$ cat src/rtl/fan_tach.sv
// fan_tach: tachometer front-end for one fan.
//   Synchronizes and glitch-filters the raw tach line, counts filtered falling
//   edges per window of WIN_CNT+1 clocks, publishes the count with a one-cycle
//   valid pulse and raises a sticky stall flag after STALL_WIN empty windows.
//   Optional min/max tracking of published counts: define FAN_TACH_MINMAX_EN.
// Ports:
//   CLK_I     system clock
//   RST_I     synchronous active-high reset
//   FAN_IN    raw asynchronous tach input (idle high)
//   tach_clr  pulse: clears stall flag, zero-window count, min/max trackers
//   fan_cnt   edges counted in the last completed window (saturating)
//   fan_vld   one-cycle pulse when fan_cnt updates
//   win_tick  one-cycle pulse on the last cycle of each window
//   fan_stall sticky stall flag
//   fan_min   minimum fan_cnt since reset/clear (constant when feature is off)
//   fan_max   maximum fan_cnt since reset/clear (constant when feature is off)
module fan_tach #(
  parameter int unsigned WIN_CNT   = 49999999,
  parameter int unsigned FILT_LEN  = 16,
  parameter int unsigned STALL_WIN = 3
) (
  input  logic        CLK_I,
  input  logic        RST_I,
  input  logic        FAN_IN,
  input  logic        tach_clr,
  output logic [26:0] fan_cnt,
  output logic        fan_vld,
  output logic        win_tick,
  output logic        fan_stall,
  output logic [26:0] fan_min,
  output logic [26:0] fan_max
);

  localparam int unsigned      WIN_W     = (WIN_CNT < 1) ? 1 : $clog2(WIN_CNT + 1);
  localparam logic [WIN_W-1:0] WIN_LAST  = WIN_W'(WIN_CNT);
  localparam logic [7:0]       FILT_LAST = 8'(FILT_LEN - 1);
  localparam logic [3:0]       ZW_LAST   = 4'(STALL_WIN);
  localparam logic [26:0]      CNT_MAX   = 27'h7FF_FFFF;

  logic             r_sync1;
  logic             r_sync2;
  logic             r_filt;
  logic             r_filt_d;
  logic [7:0]       r_stab;
  logic [WIN_W-1:0] r_win;
  logic [26:0]      r_edge_cnt;
  logic [26:0]      r_cnt;
  logic             r_vld;
  logic [3:0]       r_zw;
  logic             r_stall;

  logic             w_edge;
  logic             w_tick;
  logic [26:0]      w_close_cnt;
  logic             w_zero_win;
  logic [3:0]       w_zw_next;
  logic             w_set;

  assign w_edge = r_filt_d & ~r_filt;
  assign w_tick = (r_win == WIN_LAST);

  // An edge landing on the closing cycle belongs to the closing window.
  assign w_close_cnt = (w_edge && (r_edge_cnt != CNT_MAX)) ? r_edge_cnt + 27'd1 : r_edge_cnt;
  assign w_zero_win  = (r_edge_cnt == 27'd0) && !w_edge;
  assign w_zw_next   = !w_zero_win ? 4'd0 :
                       (r_zw == ZW_LAST) ? ZW_LAST : r_zw + 4'd1;
  // Setting the stall flag has priority over a coincident clear.
  assign w_set       = w_tick && w_zero_win && (w_zw_next == ZW_LAST);

  always_ff @(posedge CLK_I) begin
    if (RST_I) begin
      r_sync1    <= 1'b1;
      r_sync2    <= 1'b1;
      r_filt     <= 1'b1;
      r_filt_d   <= 1'b1;
      r_stab     <= '0;
      r_win      <= '0;
      r_edge_cnt <= '0;
      r_cnt      <= '0;
      r_vld      <= 1'b0;
      r_zw       <= '0;
      r_stall    <= 1'b0;
    end else begin
      r_sync1  <= FAN_IN;
      r_sync2  <= r_sync1;
      r_filt_d <= r_filt;

      // Level must disagree for FILT_LEN consecutive cycles to be accepted.
      if (r_sync2 != r_filt) begin
        if (r_stab == FILT_LAST) begin
          r_filt <= r_sync2;
          r_stab <= '0;
        end else begin
          r_stab <= r_stab + 8'd1;
        end
      end else begin
        r_stab <= '0;
      end

      r_win <= w_tick ? '0 : r_win + 1'b1;
      r_vld <= w_tick;

      if (w_tick) begin
        r_cnt      <= w_close_cnt;
        r_edge_cnt <= '0;
      end else if (w_edge && (r_edge_cnt != CNT_MAX)) begin
        r_edge_cnt <= r_edge_cnt + 27'd1;
      end

      if (w_set) begin
        r_stall <= 1'b1;
        r_zw    <= ZW_LAST;
      end else if (tach_clr) begin
        r_stall <= 1'b0;
        r_zw    <= '0;
      end else if (w_tick) begin
        r_zw <= w_zw_next;
      end
    end
  end

`ifdef FAN_TACH_MINMAX_EN
  logic [26:0] r_min;
  logic [26:0] r_max;

  // A clear coinciding with a window close seeds both trackers with the new count.
  always_ff @(posedge CLK_I) begin
    if (RST_I) begin
      r_min <= CNT_MAX;
      r_max <= '0;
    end else if (w_tick) begin
      if (tach_clr) begin
        r_min <= w_close_cnt;
        r_max <= w_close_cnt;
      end else begin
        if (w_close_cnt < r_min) r_min <= w_close_cnt;
        if (w_close_cnt > r_max) r_max <= w_close_cnt;
      end
    end else if (tach_clr) begin
      r_min <= CNT_MAX;
      r_max <= '0;
    end
  end

  assign fan_min = r_min;
  assign fan_max = r_max;
`else
  assign fan_min = CNT_MAX;
  assign fan_max = '0;
`endif

  assign fan_cnt   = r_cnt;
  assign fan_vld   = r_vld;
  assign win_tick  = w_tick;
  assign fan_stall = r_stall;

endmodule

$ cat config.mk
export PLATFORM = sky130hd
export DESIGN_NAME = fan_tach
export DESIGN_NICKNAME = d
export VERILOG_FILES = /design/src/rtl/fan_tach.sv
export SDC_FILE = /design/constraint.sdc
export NUM_CORES = 1
export LEC_CHECK = 0
export BUFFER_PORTS_ARGS = -buffer_cell sky130_fd_sc_hd__buf_2
export CAP_MARGIN = 20
export CORE_ASPECT_RATIO = 1.75
export CORE_MARGIN = 2
export CORE_UTILIZATION = 56
export DETAILED_ROUTE_END_ITERATION = 12
export GPL_ROUTABILITY_DRIVEN = 1
export HOLD_SLACK_MARGIN = 0.1
export PLACE_DENSITY_LB_ADDON = 0.15
export SETUP_SLACK_MARGIN = 0.2
export SYNTH_ARGS = -nofsm -noshare
export SYNTH_HDL_FRONTEND = slang
export SYNTH_SLANG_ARGS = --single-unit
$ cat constraint.sdc
create_clock -name CLK_I -period 2.5 [get_ports CLK_I]
set_input_delay 0.5 -clock CLK_I [delete_from_list [all_inputs] [get_ports CLK_I]]
set_output_delay 0.5 -clock CLK_I [all_outputs]
set_load 0.1 [all_outputs]
== Word level (Yosys, flattened, before mapping) ==
Cells that the tools add are included.
W data, S select, Z words.

* Bits in registers: 98

* Add/subtract/negate cells: 4
* Equality and inequality tests: 6
* Mux-type cells: 8
* Bitwise operators: 3
* Reductions and logical operators: 12

{| class="wikitable"
|+ Operators with widths
! cell !! number
|-
| $add A27 B1 Y27 const B || 1
|-
| $logic_not A27 Y1 || 1
|-
| $mux W27 || 1
|-
| $ne A27 B27 Y1 const B || 1
|-
| $add A26 B1 Y26 const B || 1
|-
| $eq A26 B26 Y1 const B || 1
|-
| $add A8 B1 Y8 const B || 1
|-
| $eq A4 B2 Y1 const B || 2
|-
| $eq A8 B4 Y1 const B || 1
|-
| $mux W4 || 2
|-
| $mux W2 || 3
|-
| $reduce_or A3 Y1 || 2
|-
| $add A4 B1 Y4 const B || 1
|-
| $logic_and A1 B1 Y1 || 4
|-
| $reduce_bool A3 Y1 || 1
|-
| $mux W1 || 2
|-
| $not A1 Y1 || 2
|-
| $reduce_and A2 Y1 || 1
|-
| $reduce_bool A2 Y1 || 1
|-
| $reduce_or A2 Y1 || 1
|-
| $and A1 B1 Y1 || 1
|-
| $logic_not A1 Y1 || 1
|-
| $ne A1 B1 Y1 || 1
|}

== Longest topological paths before layout ==
Gate-level depths: netlist (run 1).

* Depth in word-level cells: 8
* Mapped depth: 8
* Mapped depth without buffers: 7

== Least setup slack after synthesis (run 1) ==
No wires, ideal clock.

* Path type: reg-to-reg
* Start point: register r_win[18]
* End point: register r_zw[1]
* Arrival time: 2.227 ns
* Path slack: 0.177 ns
* Cell stages (with the launch flop): 7
* Path buffers: 1
* Period minus slack after synthesis: 2.323 ns
* Path through: dfxtp_1 > or4b_2 > nor4b_1 > and4_1 > buf_4 > nand4_1 > a221oi_1

* Cells in the longest elaborated chain, start to end: 4

{| class="wikitable"
|+ RTL lines
! what !! line !! source
|-
| start: declaration || 45 || <nowiki>logic [WIN_W-1:0] r_win;</nowiki>
|-
| start signal: assignment || 100 || <nowiki>r_win <= w_tick ? '0 : r_win + 1'b1;</nowiki>
|-
| $eq A26 B26 Y1 (*) || 60 || <nowiki>assign w_tick = (r_win == WIN_LAST);</nowiki>
|-
| net win_tick || 28 || <nowiki>output logic win_tick,</nowiki>
|-
| $logic_and A1 B1 Y1 (2 in a row) || 68 || <nowiki>assign w_set = w_tick && w_zero_win && (w_zw_next == ZW_LAST);</nowiki>
|-
| $reduce_bool A3 Y1 (no line) / $mux W2 (equally long branches) || - ||
|-
| end signal: assignment || 117 || <nowiki>r_zw <= w_zw_next;</nowiki>
|-
| end: declaration || 49 || <nowiki>logic [3:0] r_zw;</nowiki>
|}

The timed path passes the listed nets; every way through them passes the cells marked *.
A chain may end at the register's enable or synchronous reset.

== Worst setup path in the final report (run 1) ==
* Start point: register r_win[18]
* End point: output win_tick

* Cells in the longest elaborated chain, start to end: 1

{| class="wikitable"
|+ RTL lines
! what !! line
|-
| $eq A26 B26 Y1 || 60
|-
| end: declaration || 28
|}

No other way between the ends.

==> impl_metrics.toml, run 1 <==
[power_and_ir_drop]
cellLeakagePower_nw = 2.06
pwr-share-comb = 0.115
intPower_w = 0.00260
power_frac_seq = 0.442
swShare = 0.272
ir_drop_uv = 631
pwr-share-clk = 0.443
p_sw_w = 0.000968
powerDensity_mw_per_mm2 = 656

[routing]
via_per_inst = 5.42
drtPass1Iterations = 4
drt_wl_total_mm = 10.7
num_vias = 3939
drc = 0
ant_nets = 0
wire_per_inst_um = 14.7
drt-initial-drc-count = 202

[clock_network]
cts_hold_buffers = 0
clk_pin_slew_ns = 0.06
cts_tree = "built"
clk_latency_ns = 0.35
clk_path_buf_depth = 2
cts-buffers-inserted = 9
cts.htree.levels = 3
cts_root_buf = "clkbuf_16"
cts_sinks = 98

[logic_synthesis]
synth_edf_count = 0
synth_fa_ha_area_frac = 0.0130
synth_seq_cells = 98
synth-async-reset-ratio = 0
synth.area.top_cells = "dfxtp_1, buf_4, nor2_1"
synthCells = 559
synth_compound_area_frac = 0.100
synth_top_family_by_area = "simple AND/OR/NAND/NOR gates"
netlist_area_sq_mm = 0.00480
yosys.area.top_type = "dfxtp_1"
avgSynthCellArea_sq_um = 8.58
synth_ff_type = "dfxtp_1"
ys_seq_area_frac = 0.409
synth_cell_types = 52
synth_mux_area_frac = 0.00417
synth-simple-area-share = 0.263
yosysWarnings = 0
synth_xor_area_frac = 0.0931
synth_top_area_share = 0.409

[global_routing]
grtUsageTotal = 0.246
antenna_found_initial = 0
gr-usage-met2 = 0.431
grt_max_degree = 38
grt_overflow = 0
first_global_vias = 3785
grt-busiest-layer = "met2"
use_met3 = 0.0389
grt_first_pass_wirelength_mm = 17.9
grt_use_met1 = 0.267

[worst_setup_path]
worstPathMaxFanout = 2
crit_type = "reg -> out"
path_buf_inv = 1
crit_family = "simple AND/OR/NAND/NOR gates"
slowest_stage = "or4b_4"
worstPathCellList = "or4b_4 > nor4b_4 > and4_4 > buf_12"
rr_worst_depth = 6
path_depth = 4
max_stage_delay_ns = 0.54
cp.required_ns = 2.00
cp-start-kind = "flop"
critPathArrivalTime_ns = 1.88
crit_path_end_kind = "output port"

[hold_path]
worstHoldPathCells = 2
hold_class = "in -> reg"

[floorplan]
die_h_um = 126
placementRows = 44
start_util = 0.577
fp.coreArea_sq_mm = 0.00831
io_pins = 88
die_w_um = 74.0
die-area_sq_mm = 0.00935

[layout]
area_growth_pct = 13.4
drive_gt1_frac = 0.172
antenna_cells = 0
num-fill-cells = 723
instances_no_fill = 727
multi_input_area_sq_mm = 0.00251
finalNetCount = 616
final-seq-area_sq_mm = 0.00197

[outcome]
status = "complete, no violations"

[placed_design]
port_buffers = 33
gp_congestion = 0.940
dpl.cell_count = 706
post-dp-hpwl_mm = 7.71

[timing]
tightest_slew_ns = 0.766
rsz0062_at_grt = "yes"
min_period_ns = 2.38
min_period_over_period = 0.952
max_slew_margin = 0.486
finalHoldViolCount = 0
finalSetupViolations = 0
drv_slew = 0
fin_tns_setup_ns = 0
fmax_ghz = 0.420
clock_skew_ns = 0.00754

[run]
cap_violations = 0
[through the flow]
| step | utilization | worst slack, ns | cell area [sq um] | total power (W) | hold slack (ns) |
|---|---|---|---|---|---|
| after floorplan | - | 0.222 | 4990 | 0.00207 | 0.389 |
| after global placement | 0.603 | 0.0599 | 5010 | 0.00202 | 0.392 |
| after detailed placement | 0.603 | 0.000344 | 5010 | 0.00202 | 0.399 |
| after CTS | 0.652 | 0.128 | 5420 | 0.00359 | 0.326 |
| after global routing | 0.654 | 0.0760 | 5440 | 0.00367 | 0.332 |
| final | 0.654 | 0.120 | 5440 | 0.00356 | 0.333 |
[repair_timing]
action / in CTS / in global routing
endpoints found under the setup margin: 52 / 16
pin swaps: 5 / 1
endpoints found under the hold margin: 0 / 0
resized for setup: 8 / 8
buffers inserted: 5 / 0
[power groups by stage]
| stage | sequential, W | combinational (W) | clock [W] |
|---|---|---|---|
| after global routing | 0.00158 | 0.000423 | 0.00167 |
| after CTS | 0.00158 | 0.000408 | 0.00161 |
| after global placement | 0.00161 | 0.000406 | 0 |
| final | 0.00158 | 0.000410 | 0.00158 |
| after floorplan | 0.00161 | 0.000456 | 0 |
| after detailed placement | 0.00161 | 0.000408 | 0 |
[area by class of cell]
cell class,count,area share
well taps,115,0.0265
multi-input cells,424,0.462
repair buffers,64,0.0783
inverters,10,0.00690
clock buffers,12,0.0453
flip-flops and latches,98,0.362
clock inverters,4,0.0182
[synthesized netlist by cell type, drive strengths merged, types with 10 or more instances]
library cell and count:
dfxtp 98, nor2 79, buf 65, nand2 37, nand3 28, xnor2 27, xor2 24, nand4 23
o21ai 21, clkbuf 14, a211oi 13, a2111oi 12, and4 10, inv 10, nor4 10
[final timing paths]
path                 startpoint     endpoint  slack, ns
hold / removal           FAN_IN      r_sync1       0.33
hold reg to reg         r_sync1      r_sync2       0.41
setup reg to reg  r_edge_cnt[1]  fan_cnt[22]       0.20
setup / recovery      r_win[18]     win_tick       0.12
[sequential cells by signal, summed over array words and instances, names as in the netlist, 4 cells and up]
signal / flops
r_edge_cnt: 27
r_zw: 4
r_stab: 8
r_win: 26
fan_cnt: 27
[layout by cell type (no fill, tap or decap), types with 3 or more instances in the layout]
master     synthesis  final
dfxtp_1           98     91
nor2_1            79     79
conb_1             2     54
nand2_1           37     37
buf_2             10     32
buf_4             55     30
nand3_1           27     27
xnor2_1           27     27
xor2_1            24     24
nand4_1           22     22
o21ai_0           21     21
a211oi_1          13     13
a2111oi_0         12     11
inv_1             10     10
nor4_1            10      9
a21oi_1            9      9
clkbuf_16          0      9
and3_1             8      8
and4_1             9      8
nor3_1             8      7
dfxtp_2            0      7
or2_2              5      5
nand2b_1           6      5
or3_1              5      5
or4_1              4      4
ha_1               5      4
bufinv_16          0      3
[layer usage]
metal / share of wire / wire length [um]
met1: 0.39 / 4120
met5: 0 / 0
met2: 0.54 / 5810
met4: 0.047 / 500
met3: 0.025 / 267
[cell families after synthesis]
kind of cell,count (synthesis)
xor+xnor,51
flops,98
other cells,2
compound gates,71
fa+ha+maj,5
simple gates,241
mux,2
buf+inv,89
Power figures use the tool's default switching activity.
==> inputs of run 2 (changes only) <==
--- a/config.mk
+++ b/config.mk
@@ -7,9 +7,11 @@
 export LEC_CHECK = 0
 export BUFFER_PORTS_ARGS = -buffer_cell sky130_fd_sc_hd__buf_2
 export CAP_MARGIN = 20
+export CELL_PAD_IN_SITES_DETAIL_PLACEMENT = 0
+export CELL_PAD_IN_SITES_GLOBAL_PLACEMENT = 2
 export CORE_ASPECT_RATIO = 1.75
 export CORE_MARGIN = 2
-export CORE_UTILIZATION = 56
+export CORE_UTILIZATION = 30
 export DETAILED_ROUTE_END_ITERATION = 12
 export GPL_ROUTABILITY_DRIVEN = 1
 export HOLD_SLACK_MARGIN = 0.1
==> constraint.sdc (replaced) <==
create_clock -name CLK_I -period 2.12 [get_ports CLK_I]
set_input_delay 0.53 -clock CLK_I [delete_from_list [all_inputs] [get_ports CLK_I]]
set_output_delay 0.53 -clock CLK_I [all_outputs]
set_load 0.1 [all_outputs]
==> run 2 against run 1 <==
The run now ends with setup timing left. Hold slack improved by 0.030 ns. Utilization shrank 23 points. First-iteration DRC count shrank 13%. Critical path depth unchanged. Largest power group unchanged.
==> impl_metrics.toml, run 2 (synthesis results as in run 1) <==
[placed_design]
gp_congestion = 0.879
pre_cts_slack_ns = -0.0523
post-dp-hpwl_mm = 9.79
dpl.cell_count = 821
place_area_sq_mm = 0.00546
port_buffers = 33

[outcome]
status = "finished, violations left"
violations = "setup timing"

[floorplan]
die_w_um = 99.6
die-area_sq_mm = 0.0171
placementRows = 61
start_util = 0.304
io_pins = 88
die_h_um = 171
fp.coreArea_sq_mm = 0.0158

[routing]
ant_nets = 0
drt_wl_total_mm = 14.8
num_vias = 4300
drt-initial-drc-count = 175
drc = 0
wire_per_inst_um = 17.0
drtPass1Iterations = 4
via_per_inst = 4.94

[timing]
tightest_slew_ns = 0.631
rsz0062_at_grt = "yes"
clock_skew_ns = 0.00887
fin_tns_setup_ns = -7.96
fmax_ghz = 0.411
min_period_ns = 2.43
drv_slew = 0
max_slew_margin = 0.568
finalSetupViolations = 70
fin_ws_ns = -0.314
finalHoldViolCount = 0
min_period_over_period = 1.15

[worst_setup_path]
cp.required_ns = 1.59
r2r-end = "r_edge_cnt[20]"
r2r_setup_slack_ns = -0.20
max_stage_delay_ns = 0.54
cp-start-kind = "flop"
rr_worst_depth = 9
crit_family = "simple AND/OR/NAND/NOR gates"
worstPathMaxFanout = 2
crit_type = "reg -> out"
crit_path_end_kind = "output port"
critPathLaunch = "r_win[24]"
slowest_stage = "or4b_4"
timing.rr.start = "r_win[24]"
path_buf_inv = 1
worstPathCellList = "or4b_4 > nor4b_4 > and4_4 > buf_12"
critPathArrivalTime_ns = 1.90

[global_routing]
use_met3 = 0.0276
grt_max_degree = 23
gr-usage-met2 = 0.333
grt_use_met1 = 0.178
grt-busiest-layer = "met2"
first_global_vias = 4133
antenna_found_initial = 0
grt_first_pass_wirelength_mm = 22.5
grtUsageTotal = 0.173
grt_overflow = 0

[clock_network]
cts_sinks = 98
clk_pin_slew_ns = 0.07
cts.htree.levels = 3
clk_path_buf_depth = 2
clk_latency_ns = 0.35
cts-buffers-inserted = 9
cts_tree = "built"
cts_root_buf = "clkbuf_16"

[run]
cap_violations = 0

[layout]
area_growth_pct = 38.5
drive_gt1_frac = 0.350
final_common_cell = "dfxtp_1"
num-fill-cells = 1588
mostFrequentLayoutCells = "dfxtp_1, nor2_1, buf_4"
finalNetCount = 686
antenna_cells = 0
instances_no_fill = 871
fin_area_sq_mm = 0.00664

[hold_path]
worstHoldPathCells = 2
hold_class = "in -> reg"
min_from = "FAN_IN"
hold-path-endpoint = "r_sync1"

[power_and_ir_drop]
cellLeakagePower_nw = 2.62
powerDensity_mw_per_mm2 = 612
ir_drop_uv = 286
[run 2: changes by cell type in the layout (fill, tap and decap cells not counted), sizes merged]
cell / previous run / this run
buf: 64 / 130
bufinv: 3 / 0
clkbuf: 12 / 14
clkinv: 1 / 3
inv: 10 / 12
clkdlybuf4s15: 0 / 1
[run 2: cell type report]
type                       count  area, sq um  area share
clock buffer                  11          253      0.0380
tap                          189          236      0.0356
inverter                      10         37.5     0.00565
sequential                    98         1980       0.299
clock inverter                 5         36.3     0.00546
timing repair buffer         134         1230       0.186
multi-input combinational    424         2860       0.431
[run 2: where the power goes]
group          internal [W]  total, W  switching [W]  leakage [nW]
clock network      0.000868   0.00163       0.000763         0.146
logic             0.0000871  0.000579       0.000492          1.68
registers           0.00185   0.00186     0.00000905         0.798
total               0.00280   0.00407        0.00126          2.62
[run 2: timing repair]
action,4_1_cts,5_1_grt
hold buffers,0,0
gates resized for setup,65,61
gates cloned,8,3
pin swaps,16,16
endpoints found under the setup margin,72,86
buffers inserted,14,9
[run 2: how the worst max path moves through the flow]
stage,endpoint,slack [ns],depth (start not counted)
4_1_cts,win_tick,-0.30,4
3_3_place_gp,fan_cnt[22],0.0003,6
6_report,win_tick,-0.31,4
3_5_place_dp,fan_cnt[22],-0.05,6
5_1_grt,win_tick,-0.38,4
2_1_floorplan,fan_cnt[20],-0.02,6
[run 2: layer usage]
metal	vias to the layer above	part of all wire
li1	2102	-
met1	2068	0.35
met2	99	0.57
met3	31	0.030
met4	0	0.044
met5	-	0
[run 2: stage by stage]
stage,power (W),util,hold slack (ns)
after floorplan,0.00244,-,0.389
after global placement,0.00239,0.345,0.402
after detailed placement,0.00239,0.345,0.396
after CTS,0.00409,0.398,0.358
after global routing,0.00422,0.421,0.371
final,0.00407,0.421,0.363
==> inputs of run 3 (changes only) <==
--- a/config.mk
+++ b/config.mk
@@ -11,11 +11,13 @@
 export CELL_PAD_IN_SITES_GLOBAL_PLACEMENT = 2
 export CORE_ASPECT_RATIO = 1.75
 export CORE_MARGIN = 2
-export CORE_UTILIZATION = 30
+export CORE_UTILIZATION = 36
+export CTS_BUF_LIST = sky130_fd_sc_hd__clkbuf_16
 export DETAILED_ROUTE_END_ITERATION = 12
 export GPL_ROUTABILITY_DRIVEN = 1
 export HOLD_SLACK_MARGIN = 0.1
 export PLACE_DENSITY_LB_ADDON = 0.15
+export RECOVER_POWER = 50
 export SETUP_SLACK_MARGIN = 0.2
 export SYNTH_ARGS = -nofsm -noshare
 export SYNTH_HDL_FRONTEND = slang
==> constraint.sdc (replaced) <==
create_clock -name CLK_I -period 2.89 [get_ports CLK_I]
set_input_delay 0.7225 -clock CLK_I [delete_from_list [all_inputs] [get_ports CLK_I]]
set_output_delay 0.7225 -clock CLK_I [all_outputs]
set_load 0.1 [all_outputs]
==> run 3 against run 2 <==
The flow now finishes without violations. Critical path depth unchanged. Non-clock buffer count decreased by 82. Power decreased by 29%. Routed wire length decreased by 23%. Critical endpoint unchanged.
==> impl_metrics.toml, run 3 (synthesis results as in run 1) <==
[clock_network]
cts-buffers-inserted = 9
cts_hold_buffers = 0
cts_root_buf = "clkbuf_16"
clk_latency_ns = 0.35
cts_sinks = 98
cts_tree = "built"
cts.htree.levels = 3
clk_path_buf_depth = 2
clk_pin_slew_ns = 0.06

[worst_setup_path]
r2r_setup_slack_ns = 0.23
crit_path_end_kind = "output port"
max_stage_delay_ns = 0.51
worstPathCellList = "or4b_4 > nor4b_2 > and4_1 > buf_12"
cp-start-kind = "flop"
slowest_stage = "or4b_4"
timing.rr.start = "r_edge_cnt[1]"
crit_type = "reg -> out"
worstPathMaxFanout = 5
cp.required_ns = 2.17
critPathArrivalTime_ns = 1.95
critPathLaunch = "r_win[16]"

[timing]
clock_skew_ns = 0.00744
finalSetupViolations = 0
finalHoldViolCount = 0
max_slew_margin = 0.222
drv_slew = 0
min_period_ns = 2.68
fin_tns_setup_ns = 0
rsz0062_at_grt = "no"
fmax_ghz = 0.374
tightest_slew_ns = 1.17
min_period_over_period = 0.926

[routing]
drt-initial-drc-count = 198
num_vias = 3856
drc = 0
via_per_inst = 5.01
drtPass1Iterations = 4
wire_per_inst_um = 14.9
drt_wl_total_mm = 11.4
ant_nets = 0

[layout]
mostFrequentLayoutCells = "dfxtp_1, nor2_1, conb_1"
drive_gt1_frac = 0.0718
finalNetCount = 604
multi_input_area_sq_mm = 0.00247
final_common_cell = "dfxtp_1"
num-fill-cells = 1361
area_growth_pct = 9.26
final-seq-area_sq_mm = 0.00196
antenna_cells = 0
instances_no_fill = 770

[floorplan]
fp.coreArea_sq_mm = 0.0130
die-area_sq_mm = 0.0143
die_h_um = 157
placementRows = 55
die_w_um = 91.3
start_util = 0.369
io_pins = 88

[run]
cap_violations = 0

[global_routing]
antenna_found_initial = 0
grtUsageTotal = 0.163
grt_first_pass_wirelength_mm = 18.6
first_global_vias = 3721
grt_max_degree = 53
grt_overflow = 0

[placed_design]
post-dp-hpwl_mm = 8.40
port_buffers = 33
dpl.cell_count = 753
gp_congestion = 0.800

[power_and_ir_drop]
powerDensity_mw_per_mm2 = 547
cellLeakagePower_nw = 1.83
ir_drop_uv = 277

[outcome]
status = "complete, no violations"

[hold_path]
hold_class = "reg -> reg"
min_from = "r_sync1"
run 3: cell count changes in the layout (fill, tap and decap cells not counted), moves of 12 or more:
cell | before | now
buf_4 | 72 | 13
clkbuf_1 | 0 | 35
buf_2 | 32 | 2
o21ai_0 | 4 | 21
o21ai_2 | 15 | 0
dfxtp_1 | 84 | 96
run 3: final timing paths:
path            endpoint  depth (start not counted)
max             win_tick                          4
min              r_sync2                          1
max reg2reg  fan_cnt[22]                          6
min reg2reg      r_sync2                          1
run 3: critical path: cells and delay by family (launching register included):
family,cells,cell delay [ns]
AND/OR/NAND/NOR,3,1.05
flip-flops,1,0.34
buffers and inverters,1,0.21
run 3: power breakdown:
group | switching, W | internal, W
combinational | 0.000338 | 0.0000174
sequential | 0.00000647 | 0.00136
clock | 0.000495 | 0.000654
total | 0.000840 | 0.00203
run 3: timing repair:
action	in CTS	in global routing
setup buffers	2	0
setup endpoints to repair	1	0
gates resized for setup	6	0
run 3: final cells by class:
cell class / count / area share
Sequential cell: 98 / 0.375
Clock inverter: 6 / 0.0100
Clock buffer: 9 / 0.0430
Multi-Input combinational cell: 424 / 0.471
Inverter: 10 / 0.00716
Timing Repair Buffer: 52 / 0.0532
Tap cell: 171 / 0.0408
run 3: metal layers:
metal / wire [um] / share of wire / GRT usage / vias up
met1: 4390 / 0.38 / 0.166 / 1824
met5: 0 / 0 / 0 / -
li1: - / - / - / 1922
met2: 6340 / 0.55 / 0.313 / 90
met4: 372 / 0.032 / 0.0815 / 0
met3: 341 / 0.030 / 0.0308 / 20
run 3: metrics by stage:
step / util / total power (W) / instance area, sq um / hold WS [ns] / setup WS, ns
4_1_cts: 0.409 / 0.00292 / 5320 / 0.422 / 0.266
2_1_floorplan: - / 0.00179 / 4990 / 0.389 / 0.358
3_5_place_dp: 0.386 / 0.00175 / 5010 / 0.406 / 0.237
6_report: 0.403 / 0.00287 / 5240 / 0.417 / 0.214
5_1_grt: 0.403 / 0.00298 / 5240 / 0.430 / 0.158
3_3_place_gp: 0.386 / 0.00175 / 5010 / 0.403 / 0.198
